## config.mk

```make
export PLATFORM = sky130hd
export DESIGN_NAME = mem_access_unit_flat
export DESIGN_NICKNAME = d
export VERILOG_FILES = /design/src/rtl/mem_access_unit_pkg.sv /design/src/rtl/mem_access_unit_if.sv /design/src/rtl/mem_access_unit_align.sv /design/src/rtl/mem_access_unit.sv /design/src/flat_wrapper.sv
export SDC_FILE = /design/constraint.sdc
export NUM_CORES = 1
export LEC_CHECK = 0
export CORE_UTILIZATION = 25
export CTS_CLUSTER_DIAMETER = 50
export DETAILED_ROUTE_END_ITERATION = 7
export GPL_TIMING_DRIVEN = 0
export PLACE_DENSITY = 0.58
export SYNTH_ARGS = -nofsm -noshare
export SYNTH_HDL_FRONTEND = slang
export SYNTH_SLANG_ARGS = --single-unit
```

## constraint.sdc

```tcl
create_clock -name clk -period 3 [get_ports clk]
set_clock_uncertainty 0.2 [all_clocks]
set_input_delay 0.75 -clock clk [delete_from_list [all_inputs] [get_ports clk]]
set_output_delay 0.75 -clock clk [all_outputs]
set_load 0.02 [all_outputs]
```

## src/rtl/mem_access_unit_pkg.sv

```systemverilog
// Shared types and RV32I load/store funct3 encodings for the memory access unit.
`timescale 1ns/1ps
package mem_access_pkg;

    localparam logic [2:0] F3_B  = 3'b000;
    localparam logic [2:0] F3_H  = 3'b001;
    localparam logic [2:0] F3_W  = 3'b010;
    localparam logic [2:0] F3_BU = 3'b100;
    localparam logic [2:0] F3_HU = 3'b101;

    typedef enum logic [1:0] {IDLE, REQ, WAIT, DONE} state_t;

endpackage

```

## src/rtl/mem_access_unit_if.sv

```systemverilog
// Wishbone pipelined data-port bus between the load/store unit and main memory.
`timescale 1ns/1ps
interface mem_access_if #(parameter int ADDR_WIDTH = 10);

    logic                  wb_cyc;
    logic                  wb_stb;
    logic                  wb_wr_en;
    logic [ADDR_WIDTH-1:0] wb_addr;
    logic [31:0]           wb_wr_data;
    logic [3:0]            wb_wr_sel;
    logic                  wb_ack;
    logic                  wb_stall;
    logic [31:0]           wb_rd_data;

    modport master (
        output wb_cyc, wb_stb, wb_wr_en, wb_addr, wb_wr_data, wb_wr_sel,
        input  wb_ack, wb_stall, wb_rd_data
    );

    modport slave (
        input  wb_cyc, wb_stb, wb_wr_en, wb_addr, wb_wr_data, wb_wr_sel,
        output wb_ack, wb_stall, wb_rd_data
    );

endinterface

```

## src/rtl/mem_access_unit_align.sv

```systemverilog
// Byte-lane steering: store lane enables/replicated data, load extraction and
// extension, and detection of misaligned or illegal funct3 encodings.
`timescale 1ns/1ps
module mem_align
    import mem_access_pkg::*;
(
    input  logic        wr_i,
    input  logic [2:0]  funct3_i,
    input  logic [1:0]  addr_lo_i,
    input  logic [31:0] wr_data_i,
    input  logic [31:0] rd_word_i,
    output logic [3:0]  sel_o,
    output logic [31:0] wr_lane_o,
    output logic [31:0] rd_fmt_o,
    output logic        misaligned_o
);

    logic [31:0] shifted;

    // NOTE: every output gets a default before the case so no path infers a latch.
    always_comb begin
        sel_o        = '0;
        wr_lane_o    = '0;
        rd_fmt_o     = '0;
        misaligned_o = 1'b0;
        shifted      = rd_word_i >> {addr_lo_i, 3'b000};
        if (wr_i) begin
            case (funct3_i)
                F3_B: begin
                    sel_o     = 4'b0001 << addr_lo_i;
                    wr_lane_o = {4{wr_data_i[7:0]}};
                end
                F3_H: begin
                    sel_o        = 4'b0011 << {addr_lo_i[1], 1'b0};
                    wr_lane_o    = {2{wr_data_i[15:0]}};
                    misaligned_o = addr_lo_i[0];
                end
                F3_W: begin
                    sel_o        = 4'b1111;
                    wr_lane_o    = wr_data_i;
                    misaligned_o = |addr_lo_i;
                end
                default: misaligned_o = 1'b1;
            endcase
        end else begin
            case (funct3_i)
                F3_B:  rd_fmt_o = {{24{shifted[7]}}, shifted[7:0]};
                F3_BU: rd_fmt_o = {24'h0, shifted[7:0]};
                F3_H: begin
                    rd_fmt_o     = {{16{shifted[15]}}, shifted[15:0]};
                    misaligned_o = addr_lo_i[0];
                end
                F3_HU: begin
                    rd_fmt_o     = {16'h0, shifted[15:0]};
                    misaligned_o = addr_lo_i[0];
                end
                F3_W: begin
                    rd_fmt_o     = shifted;
                    misaligned_o = |addr_lo_i;
                end
                default: misaligned_o = 1'b1;
            endcase
        end
    end

endmodule

```

## src/rtl/mem_access_unit.sv

```systemverilog
// MEM-stage load/store unit: Wishbone pipelined master that stalls the pipeline
// until each access completes, with ack timeout and misalignment reporting.
`timescale 1ns/1ps
module mem_access_unit
    import mem_access_pkg::*;
#(
    parameter int ADDR_WIDTH     = 10,
    parameter int TIMEOUT_CYCLES = 16
) (
    input  logic        clk,
    input  logic        rst_n,
    input  logic        i_valid,
    input  logic        i_wr,
    input  logic [2:0]  i_funct3,
    input  logic [31:0] i_addr,
    input  logic [31:0] i_wr_data,
    output logic        o_stall,
    output logic        o_done,
    output logic [31:0] o_rd_data,
    output logic        o_misaligned,
    output logic        o_bus_err,
    mem_access_if.master wb
);

    localparam int CW = $clog2(TIMEOUT_CYCLES);

    state_t                state_q, state_d;
    logic [CW-1:0]         cnt_q, cnt_d;
    logic                  wr_q, wr_d;
    logic [2:0]            f3_q, f3_d;
    logic [1:0]            alo_q, alo_d;
    logic                  cyc_q, cyc_d, stb_q, stb_d, we_q, we_d;
    logic [ADDR_WIDTH-1:0] addr_q, addr_d;
    logic [31:0]           wdata_q, wdata_d;
    logic [3:0]            sel_q, sel_d;
    logic                  done_q, done_d, mis_q, mis_d, err_q, err_d;
    logic [31:0]           rd_q, rd_d;

    logic                  use_in;
    logic [3:0]            al_sel;
    logic [31:0]           al_lane, al_rd;
    logic                  al_mis;
    logic                  unused_addr_hi;

    assign unused_addr_hi = ^i_addr[31:ADDR_WIDTH];

    // The aligner sees the incoming request while accepting, the latched one afterwards.
    assign use_in = (state_q == IDLE);

    mem_align u_align (
        .wr_i         (use_in ? i_wr : wr_q),
        .funct3_i     (use_in ? i_funct3 : f3_q),
        .addr_lo_i    (use_in ? i_addr[1:0] : alo_q),
        .wr_data_i    (i_wr_data),
        .rd_word_i    (wb.wb_rd_data),
        .sel_o        (al_sel),
        .wr_lane_o    (al_lane),
        .rd_fmt_o     (al_rd),
        .misaligned_o (al_mis)
    );

    always_comb begin
        state_d = state_q;
        cnt_d   = cnt_q;
        wr_d    = wr_q;
        f3_d    = f3_q;
        alo_d   = alo_q;
        cyc_d   = cyc_q;
        stb_d   = stb_q;
        we_d    = we_q;
        addr_d  = addr_q;
        wdata_d = wdata_q;
        sel_d   = sel_q;
        rd_d    = rd_q;
        done_d  = 1'b0;
        mis_d   = 1'b0;
        err_d   = 1'b0;
        case (state_q)
            IDLE: if (i_valid) begin
                wr_d  = i_wr;
                f3_d  = i_funct3;
                alo_d = i_addr[1:0];
                if (al_mis) begin
                    state_d = DONE;
                    done_d  = 1'b1;
                    mis_d   = 1'b1;
                    rd_d    = '0;
                end else begin
                    state_d = REQ;
                    cyc_d   = 1'b1;
                    stb_d   = 1'b1;
                    we_d    = i_wr;
                    addr_d  = {i_addr[ADDR_WIDTH-1:2], 2'b00};
                    wdata_d = al_lane;
                    sel_d   = al_sel;
                end
            end
            REQ: if (!wb.wb_stall) begin
                stb_d = 1'b0;
                cnt_d = '0;
                if (wb.wb_ack) begin
                    cyc_d   = 1'b0;
                    state_d = DONE;
                    done_d  = 1'b1;
                    if (!wr_q) rd_d = al_rd;
                end else begin
                    state_d = WAIT;
                end
            end
            WAIT: begin
                if (wb.wb_ack) begin
                    cyc_d   = 1'b0;
                    state_d = DONE;
                    done_d  = 1'b1;
                    if (!wr_q) rd_d = al_rd;
                end else if (cnt_q == CW'(TIMEOUT_CYCLES - 1)) begin
                    cyc_d   = 1'b0;
                    state_d = DONE;
                    done_d  = 1'b1;
                    err_d   = 1'b1;
                    rd_d    = '0;
                end else begin
                    cnt_d = cnt_q + 1'b1;
                end
            end
            DONE:    state_d = IDLE;
            default: state_d = IDLE;
        endcase
    end

    // NOTE: state registers use non-blocking assignments so every flop samples pre-edge values.
    always_ff @(posedge clk or negedge rst_n) begin
        if (!rst_n) begin
            state_q <= IDLE;
            cnt_q   <= '0;
            wr_q    <= 1'b0;
            f3_q    <= '0;
            alo_q   <= '0;
            cyc_q   <= 1'b0;
            stb_q   <= 1'b0;
            we_q    <= 1'b0;
            addr_q  <= '0;
            wdata_q <= '0;
            sel_q   <= '0;
            rd_q    <= '0;
            done_q  <= 1'b0;
            mis_q   <= 1'b0;
            err_q   <= 1'b0;
        end else begin
            state_q <= state_d;
            cnt_q   <= cnt_d;
            wr_q    <= wr_d;
            f3_q    <= f3_d;
            alo_q   <= alo_d;
            cyc_q   <= cyc_d;
            stb_q   <= stb_d;
            we_q    <= we_d;
            addr_q  <= addr_d;
            wdata_q <= wdata_d;
            sel_q   <= sel_d;
            rd_q    <= rd_d;
            done_q  <= done_d;
            mis_q   <= mis_d;
            err_q   <= err_d;
        end
    end

    assign o_stall       = i_valid && (state_q != DONE);
    assign o_done        = done_q;
    assign o_rd_data     = rd_q;
    assign o_misaligned  = mis_q;
    assign o_bus_err     = err_q;
    assign wb.wb_cyc     = cyc_q;
    assign wb.wb_stb     = stb_q;
    assign wb.wb_wr_en   = we_q;
    assign wb.wb_addr    = addr_q;
    assign wb.wb_wr_data = wdata_q;
    assign wb.wb_wr_sel  = sel_q;

endmodule

```

## src/flat_wrapper.sv

```systemverilog
// flat-port wrapper written by rule: the top's interface ports become plain ports
module mem_access_unit_flat import mem_access_pkg::*;
#(
    parameter int ADDR_WIDTH     = 10,
    parameter int TIMEOUT_CYCLES = 16
)
  (clk, rst_n, i_valid, i_wr, i_funct3, i_addr, i_wr_data, o_stall, o_done, o_rd_data, o_misaligned, o_bus_err, wb_wb_cyc, wb_wb_stb, wb_wb_wr_en, wb_wb_addr, wb_wb_wr_data, wb_wb_wr_sel, wb_wb_ack, wb_wb_stall, wb_wb_rd_data);
  mem_access_if #(.ADDR_WIDTH(ADDR_WIDTH)) wb_i ();
  input  logic clk;
  input  logic rst_n;
  input  logic i_valid;
  input  logic i_wr;
  input  logic [2:0] i_funct3;
  input  logic [31:0] i_addr;
  input  logic [31:0] i_wr_data;
  output logic o_stall;
  output logic o_done;
  output logic [31:0] o_rd_data;
  output logic o_misaligned;
  output logic o_bus_err;
  output wire logic [$bits(wb_i.wb_cyc)-1:0] wb_wb_cyc;
  output wire logic [$bits(wb_i.wb_stb)-1:0] wb_wb_stb;
  output wire logic [$bits(wb_i.wb_wr_en)-1:0] wb_wb_wr_en;
  output wire logic [$bits(wb_i.wb_addr)-1:0] wb_wb_addr;
  output wire logic [$bits(wb_i.wb_wr_data)-1:0] wb_wb_wr_data;
  output wire logic [$bits(wb_i.wb_wr_sel)-1:0] wb_wb_wr_sel;
  input wire logic [$bits(wb_i.wb_ack)-1:0] wb_wb_ack;
  input wire logic [$bits(wb_i.wb_stall)-1:0] wb_wb_stall;
  input wire logic [$bits(wb_i.wb_rd_data)-1:0] wb_wb_rd_data;
  assign wb_wb_cyc = wb_i.wb_cyc;
  assign wb_wb_stb = wb_i.wb_stb;
  assign wb_wb_wr_en = wb_i.wb_wr_en;
  assign wb_wb_addr = wb_i.wb_addr;
  assign wb_wb_wr_data = wb_i.wb_wr_data;
  assign wb_wb_wr_sel = wb_i.wb_wr_sel;
  assign wb_i.wb_ack = wb_wb_ack;
  assign wb_i.wb_stall = wb_wb_stall;
  assign wb_i.wb_rd_data = wb_wb_rd_data;
  mem_access_unit #(.ADDR_WIDTH(ADDR_WIDTH), .TIMEOUT_CYCLES(TIMEOUT_CYCLES)) u_core (.clk(clk), .rst_n(rst_n), .i_valid(i_valid), .i_wr(i_wr), .i_funct3(i_funct3), .i_addr(i_addr), .i_wr_data(i_wr_data), .o_stall(o_stall), .o_done(o_done), .o_rd_data(o_rd_data), .o_misaligned(o_misaligned), .o_bus_err(o_bus_err), .wb(wb_i));
endmodule
```

Yosys cells after proc, flatten, opt, wreduce, memory -nomap -nowiden. Index checks and enable logic that the tools add are counted. W data, S select, Z words.

Add/sub/neg operators: 1. Equal/unequal tests: 17. Shift operators: 3. Mux-type cells: 50. Bitwise gates (word level): 1. Reductions and logical operators: 16.

Operator list (number): $mux W32 (9); $pmux W32 S3 (2); $pmux W32 S5 (1); $shr A32 B5 Y32 (1); $mux W1 (19); $mux W4 (4); $ne A2 B2 Y1 const B (8); $mux W2 (6); $pmux W1 S3 (4); $pmux W4 S3 (1); $reduce_and A6 Y1 (2); $pmux W2 S4 (1); $pmux W4 S2 (1); $reduce_and A4 Y1 (2); $eq A3 B3 Y1 const B (2); $reduce_and A3 Y1 (2); $reduce_or A2 Y1 (3); $add A4 B1 Y4 const B (1); $eq A2 B2 Y1 const B (2); $eq A4 B4 Y1 const B (1); $reduce_bool A2 Y1 (2); $shl A1 B2 Y4 const A (1); $shl A2 B2 Y4 const A (1); $eq A3 B1 Y1 const B (1); other kinds (11) (11).

Register bits: 94. Output and inout port bits: 85. Logic and storage cells: 103.

Depth between registers and ports, before layout. Gate-level depths: netlist of the first run.

Depth after elaboration: 9. Mapped depth: 11.

Modules after synthesis. From an unflattened synthesis of the first run, not the netlist that was laid out.

Cells, all modules: 494. Area total of the unflattened synthesis: 5266.3 um^2.

By module, submodules not included: mem_access_unit (times used 1, cells each 270, area each 3844.9 um^2, sequential area each 2352.3 um^2); mem_align (times used 1, cells each 224, area each 1421.4 um^2, sequential area each 0.0 um^2).

Least setup slack after synthesis of the first run. No wires, ideal clock.

Kind: register to register. Start point: register u_core.state_q[0]. End point: register u_core.addr_q[2], in the netlist u_core.wb.wb_addr[2]. Data arrival time: 2286 ps. Slack: 387 ps. Stages on the path, launching flop included: 11. Path buffers: 3. Cells stage by stage: dfrtp_1 -> inv_1 -> ha_1 -> buf_4 -> nor3_1 -> nor2_1 -> a22o_4 -> buf_6 -> nor2_4 -> buf_6 -> mux2_1.

Longest elaborated chain between the ends: 8. Elaborated cells on any way between the ends: 17. Classes of those cells: eq/ne: 4; mux: 6; bitwise: 1; reduce/logical: 6.

Ends and longest elaborated chain: start: declaration (RTL line mem_access_unit.sv:27) `state_t state_q, state_d;`; start signal: assignment (RTL line mem_access_unit.sv:150) `state_q <= state_d;`; $logic_not A2 Y1 * (RTL line mem_access_unit.sv:48, mem_access_unit.sv:78); $mux W3 (RTL line mem_access_unit.sv:52) `.funct3_i (use_in ? i_funct3 : f3_q),`; $eq A3 B3 Y1 (tied with other cells) (RTL line mem_access_unit_align.sv:46) `case (funct3_i)`; $reduce_or A2 Y1 (no line); $pmux W1 S3 (RTL line mem_access_unit_align.sv:46); $mux W1 (RTL line mem_access_unit_align.sv:27) `if (wr_i) begin`; $not A1 Y1 (no line); $reduce_and A3 Y1 (no line) *; end signal: assignment (RTL line mem_access_unit.sv:158) `addr_q <= addr_d;`; end: declaration (RTL line mem_access_unit.sv:33) `logic [ADDR_WIDTH-1:0] addr_q, addr_d;`.

Mark *: on every way between the ends. The rest lies on a longest branch, timed or not. A chain may end at the register's enable or synchronous reset.

Worst setup path after layout of the first run.
Start point: input port i_funct3[2]. End point: register u_core.rd_q[13], in the netlist u_core.o_rd_data[13].

Longest elaborated chain between the ends: 8. Elaborated cells on any way between the ends: 20. Classes of those cells: eq/ne: 5; mux: 11; reduce/logical: 4.

Ends and longest elaborated chain: start: declaration (RTL line flat_wrapper.sv:13) `input logic [2:0] i_funct3;`; $mux W3 * (RTL line mem_access_unit.sv:52); $eq A3 B2 Y1 (tied with other cells) (RTL line mem_access_unit_align.sv:28, mem_access_unit_align.sv:46); $pmux W32 S5 (RTL line mem_access_unit_align.sv:46); $mux W32 (RTL line mem_access_unit_align.sv:27); $mux W32 (RTL line mem_access_unit.sv:105, mem_access_unit.sv:115); $mux W32 (RTL line mem_access_unit.sv:101) `if (wb.wb_ack) begin`; $mux W32 (RTL line mem_access_unit.sv:98) `REQ: if (!wb.wb_stall) begin`; $pmux W32 S3 (RTL line mem_access_unit.sv:78) `case (state_q)`; end signal: assignment (RTL line mem_access_unit.sv:161) `rd_q <= rd_d;`; end: declaration (RTL line mem_access_unit.sv:37) `logic [31:0] rd_q, rd_d;`.

Mark *: on every way between the ends. The rest lies on a longest branch, timed or not. The select of a mux whose other input is x is not followed.

==> metrics.txt, run 1 <==
CTS tree=built; count of cell types in the netlist=63; Hold Path Class=in2async; CTS Sinks=94; Peak supply drop=0.398 mV; clock-pin slew on the worst setup and hold paths=approximately 0.070 ns; CP required=3.03 ns; CTS root buf=clkbuf_16; crit path DAT=between 2 and 3 ns; Clock Path Buffers=2; CP max stage cell=clkdlybuf4s50_1; GR Overflow Total=0; Post-Layout Inst Area=between 7000 and 8000 um2; Final Net Count=roughly 820; Syn Std Cell Area=roughly 5300 um2; H-tree Lvls=3; Worst-Margin Slew=0.684 ns; DR vias/cell=between 4 and 5; leakage power=roughly 3.2 nW; final WL=roughly 18 mm; Worst Path Max Fanout=10; Setup Viol. Count Final=0; DIE AREA=~22,000 um2; Inst Count DP=~960; Comb pwr share=0.624; DRC=0; CP delay by family, top=buffers and inverters; global-route wire length before repair=28.3 mm; share of cells above drive strength 1=0.151; die extent in x=roughly 150 um; cts bufs inserted=9; post-synthesis async set-or-reset flop share=1.00; Vias=around 5,000; TritonRoute pass-1 iters=5; Net Switching=3.89 mW; Final Non-Filler Cells=slightly below 1,000; Post-synth EDFFs=0; top cell type's share of synthesized area=0.441; crit-path cells=clkdlybuf4s50_1, nor4bb_4, or2_1, buf_4, a22o_4, buf_6, o211ai_4, buf_4, o2bb2ai_1; RSZ-0062 raised after global routing=no; flops & latches, synth=between 90 and 100; Cells after Synth=517; Ys Warns=0; Avg Cell Area, Syn=between 10 and 15 um2; count leader, synth=dfrtp_1; pins over their slew limit=0; worst reg-to-reg path cell count=11; fmax=~0.34 GHz; Core Box Area=approximately 21,000 um2; kind of critical path=in2reg; worst skew pair latency=about 0.35 ns; Critical R2R Capture=u_core.o_rd_data[5]; Port-buffer cells=between 150 and 200; # Max-Cap Violations=0; GP Congestion=approximately 0.87; Cell Rows=53; largest net degree at the start of global routing=57; Worst slew margin=0.541; Initial Util=0.255; ys flop type=dfrtp_1; post-synth top area cell=dfrtp_1; WHS=~0.18 ns; Reg2Reg Launch Point=u_core.state_q[0]; register area share after synthesis=0.441; clock network power share=0.139; initial antenna violation count=1; Tot Pwr=8.50 mW; switching share of total power=0.457; most frequent cells after synthesis=dfrtp_1, nand2_1, o21ai_0; Setup crit start kind=input pin; Post-DP Area=around 7400 um2; outcome=complete, no violations; # hold bufs at CTS=0; synth top area cells=dfrtp_1, o2bb2ai_1, nand2_1, mux2_1, mux2_2; Tmin final=just under 3 ns; wire per inst=around 18 um; most used cell, CP=buf_4; WP buf/inv=4; Worst setup EP type=flip-flop; Tcrit/Tclk final=0.983; Largest stage delay, worst path=roughly 0.65 ns; reg2reg setup slack=0.19 ns; IO Pins=between 150 and 200; GRT Util Overall=0.168; final hold vios=0; DPL Wire Length=roughly 14 mm; post-route ant nets=0; initial drt markers=about 280; fillers=between 2,000 and 2,500; Sequential Power Share=0.237; pwr/cell area=1080 nW/um2; vias in the first global route=about 5,000; area grow syn2layout=48.1%; die height=about 150 um; Int Power=between 4 and 5 mW
[cell type report]
cell class / count / area [um2] / share of cell area
repair buffers: 180 / 1780 / 0.225
plain buffers: 36 / 229 / 0.0290
well taps: 275 / 344 / 0.0435
inverters: 15 / 56.3 / 0.00712
clock buffers: 10 / 229 / 0.0290
clock inverters: 6 / 68.8 / 0.00871
multi-input cells: 373 / 2840 / 0.359
flip-flops and latches: 94 / 2350 / 0.298
diodes: 1 / 2.50 / 0.000317
[how the worst max path moves through the flow]
stage / slack [ns] / end / start / cells past startpoint
after floorplan: 0.39 / u_core.wb.wb_addr[2] / u_core.state_q[0] / 10
after global placement: -2.87 / u_core.wb.wb_addr[9] / rst_n / 1
after detailed placement: -0.61 / u_core.o_rd_data[14] / i_funct3[0] / 7
after CTS: -0.004 / u_core.o_rd_data[24] / i_funct3[1] / 9
after global routing: 0.0007 / u_core.o_rd_data[28] / u_core.state_q[0] / 10
final: 0.05 / u_core.o_rd_data[13] / i_funct3[2] / 9
[registers in the layout (all words and copies together) (netlist names)]
register              flops
u_core.wb.wb_wr_data     32
u_core.cnt_q              4
u_core.o_bus_err          1
u_core.f3_q               3
u_core.alo_q              2
u_core.o_misaligned       1
u_core.wb.wb_stb          1
u_core.o_done             1
u_core.o_rd_data         32
u_core.wb.wb_wr_sel       4
u_core.state_q            2
u_core.wr_q               1
u_core.wb.wb_addr         8
u_core.wb.wb_wr_en        1
u_core.wb.wb_cyc          1
[stage by stage]
step	setup WS [ns]	setup TNS (ns)	util
6_report	0.0504	0	0.377
3_5_place_dp	-0.613	-37.01	0.351
2_1_floorplan	0.387	0	-
4_1_cts	-0.00365	-0.00365	0.371
5_1_grt	0.000729	0	0.377
3_3_place_gp	-2.87	-306.75	0.350
[power by group through the flow]
| stage | Sequential (mW) | Clock, mW | Combinational (mW) |
|---|---|---|---|
| after floorplan | 2.42 | 0 | 2.71 |
| after global placement | 2.03 | 0 | 4.89 |
| after detailed placement | 2.03 | 0 | 4.93 |
| after CTS | 2.02 | 1.23 | 5.11 |
| after global routing | 2.09 | 1.27 | 5.72 |
| final | 2.02 | 1.18 | 5.30 |
[kinds of logic after synthesis]
kind of cell / after synthesis / synth area share
simple gates: 125 / 0.113
xor+xnor: 2 / 0.00328
buf+inv: 51 / 0.0490
flops: 94 / 0.441
fa+ha+maj: 5 / 0.0117
mux: 52 / 0.108
other cells: 1 / 0.000703
compound gates: 187 / 0.273
[layer usage]
metal  routed length [um]  global-route usage
met1                 8320               0.233
met2                 8320               0.251
met3                 1110              0.0396
met4                  452              0.0660
met5                    0                   0
[timing repair]
| action | in CTS | in global routing |
|---|---|---|
| endpoints found under the hold margin | 0 | 0 |
| gates cloned | 0 | 0 |
| buffers inserted | 5 | 9 |
| resized for setup | 18 | 15 |
| endpoints found under the setup margin | 69 | 77 |
| pin swaps | 4 | 1 |
[cell usage in the layout, fill, tap and decap left out, drive strengths merged, types with 12 or more instances in the layout]
cell           Yosys  final
mux2i             19     19
buf               24     41
o2bb2ai           31     31
o21ai             35     35
inv               15     17
a21oi             24     24
a22oi             18     18
clkdlybuf4s50      0    161
dfrtp             94     94
clkbuf            12     21
nor2              23     23
nand2             51     51
nand3             13     13
mux2              33     33
o31ai             25     25
nor3              12     12
Note: power is estimated with default switching activity, not from simulation.
==> run 2: changes to the inputs <==
--- a/config.mk
+++ b/config.mk
@@ -6,10 +6,11 @@
 export NUM_CORES = 1
 export LEC_CHECK = 0
 export CORE_UTILIZATION = 25
-export CTS_CLUSTER_DIAMETER = 50
 export DETAILED_ROUTE_END_ITERATION = 7
 export GPL_TIMING_DRIVEN = 0
 export PLACE_DENSITY = 0.58
 export SYNTH_ARGS = -nofsm -noshare
 export SYNTH_HDL_FRONTEND = slang
+export SYNTH_HIERARCHICAL = 1
 export SYNTH_SLANG_ARGS = --single-unit
+export TNS_END_PERCENT = 20
==> run 2 against run 1 <==
  * Setup slack got worse by 0.030 ns
  * Utilization increased by 2.0 points
  * Sequential power decreased by 4%
  * Fmax decreased by 1.0%
  * Combinational power increased by 3%
  * Count of clock-buffer cells in the layout decreased by 1
  * Routed wire length decreased by 2.3%
  * Largest cell class unchanged
  * Largest power group unchanged
==> metrics.txt, run 2 <==
outcome=complete, no violations; reg2reg setup slack=0.02 ns (-0.17 ns); die height=147 um (-0.64%); sequential cell area=2350 um2 (unchanged); Core Box Area=20,400 um2 (-2.5%); Peak supply drop=0.418 mV (+5.0%); Vias=4,680 (-4.3%); most frequent cells in the layout=clkdlybuf4s50_1, dfrtp_1, mux2_2, nand2_1, buf_4; share of cells above drive strength 1=0.241 (+0.0896); register area share after synthesis=0.447 (+0.00576); Setup Viol. Count Final=0 (unchanged); Worst slew margin=0.624 (+0.0826); GR Overflow Total=0 (unchanged); most frequent cells after synthesis=dfrtp_1, mux2_2, nand2_1; Cells after Synth=494 (-4.4%); Tmin final=2.98 ns (+0.0301 ns); Post-Layout Inst Area=8110 um2 (+2.7%); count leader, synth=dfrtp_1; final hold vios=0 (unchanged); count of cell types in the netlist=51 (-19%); cts bufs inserted=9 (unchanged); CTS tree=built; initial antenna violation count=2 (+1); Post-synth EDFFs=0 (unchanged); worst reg-to-reg path cell count=13 (+2); Port-buffer cells=164 (-0.61%); Ys Warns=6 (+6); global-route wire length before repair=26.8 mm (-5.3%); die extent in x=147 um (-0.64%); Tcrit/Tclk final=0.993 (+0.0100); Worst Setup SP=u_core/state_q[1]; DR vias/cell=4.77 (-3.4%); pwr/cell area=1070 nW/um2 (-0.36%); Cell Rows=52 (-1.9%); ys flop type=dfrtp_1; Final Worst Setup Slack=0.0203 ns (-0.0301 ns); Setup crit start kind=flip-flop; post-synthesis async set-or-reset flop share=1.00 (unchanged); IO Pins=190 (unchanged); post-synth top area cell=dfrtp_1; CTS Sinks=94 (unchanged); flops & latches, synth=94 (unchanged); Post-DP Area=7320 um2 (-0.48%); clock-pin slew on the worst setup and hold paths=0.08 ns (about the same); CTS root buf=clkbuf_16; DPL Wire Length=12.6 mm (-7.1%); fmax=0.336 GHz (-1.0%); Critical R2R Capture=u_core/wb.wb_wr_data[11]; post-route ant nets=0 (unchanged); largest net degree at the start of global routing=60 (+5.3%); H-tree Lvls=3 (unchanged); Net Switching=3.68 mW (-5.3%); Initial Util=0.258 (+0.00318); Hold Path Class=in2async; Syn Std Cell Area=5270 um2 (-1.3%); Int Power=5.02 mW (+8.7%); switching share of total power=0.423 (-0.0341); Util after Layout=0.397 (+0.0200); leakage power=3.49 nW (+8.9%); Sequential Power Share=0.221 (-0.016); initial drt markers=214 (-24%); Worst setup EP type=flip-flop; most common cell after layout, fill and taps aside=clkdlybuf4s50_1; fillers=2,001 (-6.1%); CP required=3.05 ns (+0.02 ns); RSZ-0062 raised after global routing=yes; area grow syn2layout=54.1%; crit path DAT=3.03 ns (+0.05 ns); top cell type's share of synthesized area=0.447 (+0.00576); GP Congestion=0.812 (-6.6%); # Max-Cap Violations=0 (unchanged); kind of critical path=reg2reg; Comb pwr share=0.629 (+0.005); Final Net Count=815 (-0.49%); pins over their slew limit=0 (unchanged); Reg2Reg Launch Point=u_core/state_q[1]; wire per inst=18.1 um (-1.4%); Worst-Margin Slew=0.564 ns (-0.119 ns); Avg Cell Area, Syn=10.7 um2 (+3.3%); DIE AREA=21,700 um2 (-1.3%); TritonRoute pass-1 iters=4 (-1); GRT Util Overall=0.163 (-0.00545); synth top area cells=dfrtp_1, mux2_2, a22o_1, a21oi_1, nand2_1; clock network power share=0.150 (+0.011); DRC=0 (unchanged); final WL=17.8 mm (-2.3%); DP Worst Slack=-0.910 ns (-0.298 ns); Worst Path Max Fanout=10 (unchanged); worst skew pair latency=0.35 ns (about the same); vias in the first global route=4,535 (-8.8%); Multi-input gate area=2700 um2 (-4.8%); Clock Path Buffers=2 (unchanged); # hold bufs at CTS=0 (unchanged)
## run 2: cell types whose count changed after synthesis, sizes merged, moves of 9 or more
cell | previous run | this run
mux2 | 33 | 65
o2bb2ai | 31 | 0
o21ai | 35 | 13
a22o | 11 | 32
o31ai | 25 | 8
a21o | 0 | 16
nor2 | 23 | 11
nor3 | 12 | 0
a21oi | 24 | 34
a22oi | 18 | 9
mux2i | 19 | 10
## run 2: how the worst max path moves through the flow
| stage | endpoint | slack (ns) |
|---|---|---|
| after floorplan | u_core/o_rd_data[0] | -0.07 |
| after global placement | u_core/wb.wb_wr_data[19] | -2.89 |
| after detailed placement | u_core/wb.wb_wr_data[0] | -0.91 |
| after CTS | u_core/o_rd_data[20] | -0.03 |
| after global routing | u_core/o_rd_data[9] | -0.09 |
| final | u_core/wb.wb_wr_data[11] | 0.02 |
## run 2: layout make-up
class | count | share of cell area
buffer | 38 | 0.0412
multi-input combinational | 350 | 0.333
clock inverter | 7 | 0.0130
timing repair buffer | 203 | 0.249
tap | 270 | 0.0416
sequential | 94 | 0.290
clock buffer | 9 | 0.0278
antenna | 1 | 0.000308
inverter | 9 | 0.00447
## run 2: kinds of logic after synthesis
logic type	count (synthesis)	synth area share
buffers and inverters	52	0.0539
muxes	76	0.163
other	1	0.000712
and+or+nand+nor	119	0.121
DFF	94	0.447
adders and majority gates	5	0.0119
AOI/OAI and AO/OA	147	0.203
## run 2: layer usage
metal | vias up | global-route usage | share of wire | wire length (um)
met4 | 2 | 0.0423 | 0.013 | 227
li1 | 2239 | - | - | -
met5 | - | 0 | 0.00073 | 13
met3 | 17 | 0.0497 | 0.080 | 1420
met1 | 2248 | 0.227 | 0.46 | 8210
met2 | 174 | 0.243 | 0.44 | 7910
## run 2: worst max-delay path, stage by stage, from the launching register on
cell and delay [ns]:
dfrtp_1 0.40, inv_2 0.09, ha_4 0.16, clkbuf_16 0.14
mux2_4 0.33, buf_12 0.14, buf_12 0.12, a221oi_2 0.26
a21oi_2 0.08, buf_4 0.15, inv_4 0.07, nand3_4 0.21
buf_6 0.24, mux2_2 0.28
## run 2: power groups by stage
stage	registers, mW	logic [mW]	clock network, mW
floorplan	2.33	2.66	0
global placement	1.95	4.71	0
detailed placement	1.95	4.75	0
CTS	1.93	5.25	1.35
global route	1.98	5.84	1.38
finish	1.93	5.47	1.30
## run 2: per-stage QoR
step           cells  TNS [ns]  hold slack [ns]  total power [mW]
6_report         981         0            0.161              8.70
5_1_grt          980     -3.28            0.187              9.20
4_1_cts          966    -0.201            0.170              8.53
3_5_place_dp     930    -64.85            0.285              6.70
3_3_place_gp     929   -331.64            0.284              6.66
2_1_floorplan    495     -2.43            0.254              5.00
## run 2: repair_timing
item	CTS	global route
resized for setup	39	7
pin swaps	6	9
cloned	3	2
endpoints found under the setup margin	79	77
setup buffers	20	14
==> patch (settings of run 1) <==
`TIMEOUT_CYCLES` is set to 16 in 2 places; all go to 32.
--- a/src/rtl/mem_access_unit.sv
+++ b/src/rtl/mem_access_unit.sv
@@ -7,3 +7,3 @@
     parameter int ADDR_WIDTH     = 10,
-    parameter int TIMEOUT_CYCLES = 16
+    parameter int TIMEOUT_CYCLES = 32
 ) (
--- a/src/flat_wrapper.sv
+++ b/src/flat_wrapper.sv
@@ -4,3 +4,3 @@
     parameter int ADDR_WIDTH     = 10,
-    parameter int TIMEOUT_CYCLES = 16
+    parameter int TIMEOUT_CYCLES = 32
 )
Behaviour: same outputs for any inputs over 4 cycles, from zero or initial values and one cycle with rst_n low; that may be too few to reach the edited logic, so the function may still have changed.
==> patch against run 1 <==
- the run now ends with DRC left
- global-route usage is 0.54 points lower
- worst setup slack better by 0.039 ns
- power increased by 10%
- synthesized cell count increased by 6.6%
- routed wire length increased by 1.5%
- cell area is 3.8% higher
- via count increased by 3.8%
- area after synthesis up 5.6%
- core utilization shrank 0.36 points
- critical path depth fell by 6
- sequential cell count grew 1
- largest cell class unchanged
- highest routed layer unchanged
==> patch: results (changes against run 1) <==
run_status:
  status: "finished with violations"
  violations: "DRC"
worst_setup_path:
  worstPathArrival_ns: 1.96  # -1.02 ns
  cp_slowest_stage_delay_ns: 0.60  # -0.05 ns
  critical_path_peak_fanout: 6  # -4
  slowest_stage: "clkdlybuf4s50_1"
cells_and_area:
  layout-drive-gt1-share_pct: 15.6  # +0.49 points
  nNetsFinal: 849  # +3.7%
  diodes: 0  # -1
  final_cells: 1023  # +3.3%
global_route:
  grtUsageTotal_pct: 16.3  # -0.54 points
  grt_max_degree: 50  # -12%
  antenna_found_initial: 0  # -1
  grt_pass1_wl_um: 29500  # +4.2%
  grt_pass1_vias: 5126  # +3.0%
route:
  drc: 30  # +30
  dr.pass1.iters: 8  # +3
  wirelength_um: 18500  # +1.5%
  drt_iter0_drc: 258  # -8.8%
  num_vias: 5077  # +3.8%
cts:
  cts_buffers: 9  # unchanged
  cts.clk_slew.worst_paths_ns: 0.06
  insertion_delay_ns: 0.35  # about the same
  holdBufCountCts: 0  # unchanged
yosys:
  yosysUniqueCellTypes: 68  # +7.9%
  synthTopCellsByCount: "dfrtp_1 (95), nor2_1 (57), inv_1 (48)"
  async_flop_share_pct: 100  # unchanged
  synth_seq_area_share_pct: 42.2  # -1.9 points
  netlist_top_cells_area: "dfrtp_1 (42%), mux2i_1 (6.4%), mux2_1 (5.0%)"
  netlist_instances: 551  # +6.6%
  yosysWarnings: 0  # unchanged
placement:
  pre_cts_ws_ns: -0.505  # +0.108 ns
  port_buffers: 164  # -0.61%
  hpwl_um: 14000  # +3.7%
  gp_congestion: 0.861  # -0.97%
power_and_ir_drop:
  leakage_nw: 3.43  # +6.8%
  ir_worst_vdd_mv: 0.415  # +4.3%
sta:
  setup_viol: 0  # unchanged
  tightest_slew_ns: 0.643  # -0.0410 ns
  finalMaxSlewViolations: 0  # unchanged
[patch: cell count changes after synthesis, moves of 19 or more]
cell,run 1,this run
nor2_1,22,57
o21ai_0,32,9
o2bb2ai_1,31,7
nand2_1,51,32
mux2i_1,15,36
o32ai_1,0,29
inv_1,14,48
[patch: worst reg2reg max path: cells and delay by family (launching register included)]
family	cells	cell delay, ns
xor gates and xnor gates	1	0.17
AOI/OAI and AO/OA	3	0.71
adders and majority gates	1	0.17
buffers and inverters	4	0.72
DFF	1	0.42
muxes	1	0.35
[patch: worst paths after layout]
path / startpoint / end / slack (ns) / cells after the start
hold / removal: rst_n / u_core.o_rd_data[5] / 0.22 / 1
max in group asynchronous: rst_n / u_core.wb.wb_cyc / 1.70 / 2
hold reg to reg: u_core.wb.wb_wr_en / u_core.wb.wb_wr_en / 0.29 / 1
setup / recovery: i_valid / o_stall / 0.09 / 3
setup reg to reg: u_core.state_q[1] / u_core.o_rd_data[17] / 0.13 / 10
min in group clk: u_core.wb.wb_wr_en / u_core.wb.wb_wr_en / 0.29 / 1
[patch: timing repair]
item                       in CTS  in global routing
setup endpoints to repair      64                 69
gates cloned                    0                  0
buffers inserted                1                  9
resized for setup              16                 32
pin swaps                       2                  4
[patch: cell type report]
class / count / area, um2
buffer: 38 / 259
tap: 280 / 350
sequential: 95 / 2380
multi-input combinational: 371 / 2970
timing repair buffer: 175 / 1760
inverter: 48 / 180
clock inverter: 5 / 63.8
clock buffer: 11 / 243
fill: 2230 / 13800
[patch: report_power, final]
group          leakage [nW]  internal, mW  total (mW)  switching (mW)
clock network         0.147         0.679        1.21           0.527
registers              1.27          1.81        2.19           0.375
logic                  2.01          2.66        5.99            3.32
total                  3.43          5.15        9.38            4.23
[patch: stage by stage]
| step | util [%] | area [um2] | hold slack (ns) |
|---|---|---|---|
| floorplan | - | 5640 | 0.254 |
| global placement | 34.7 | 7630 | 0.275 |
| detailed placement | 34.9 | 7650 | 0.280 |
| CTS | 36.5 | 8020 | 0.236 |
| global route | 37.4 | 8200 | 0.263 |
| finish | 37.4 | 8200 | 0.222 |
[patch: kinds of logic after synthesis]
kind of cell	share of synthesized area [%]
DFF	42.2
other	0.0666
and+or+nand+nor	11.5
xor gates and xnor gates	0.289
muxes	16.7
AOI/OAI and AO/OA	20.9
buffers and inverters	7.02
adders and majority gates	1.33
[patch: metal layers]
layer  vias up  routed length, um  GRT usage, %
met2       177               8570          26.2
met3        12               1410          4.68
met4         0                162          3.50
met5         -                  0             0
li1       2409                  -             -
met1      2479               8330          21.6
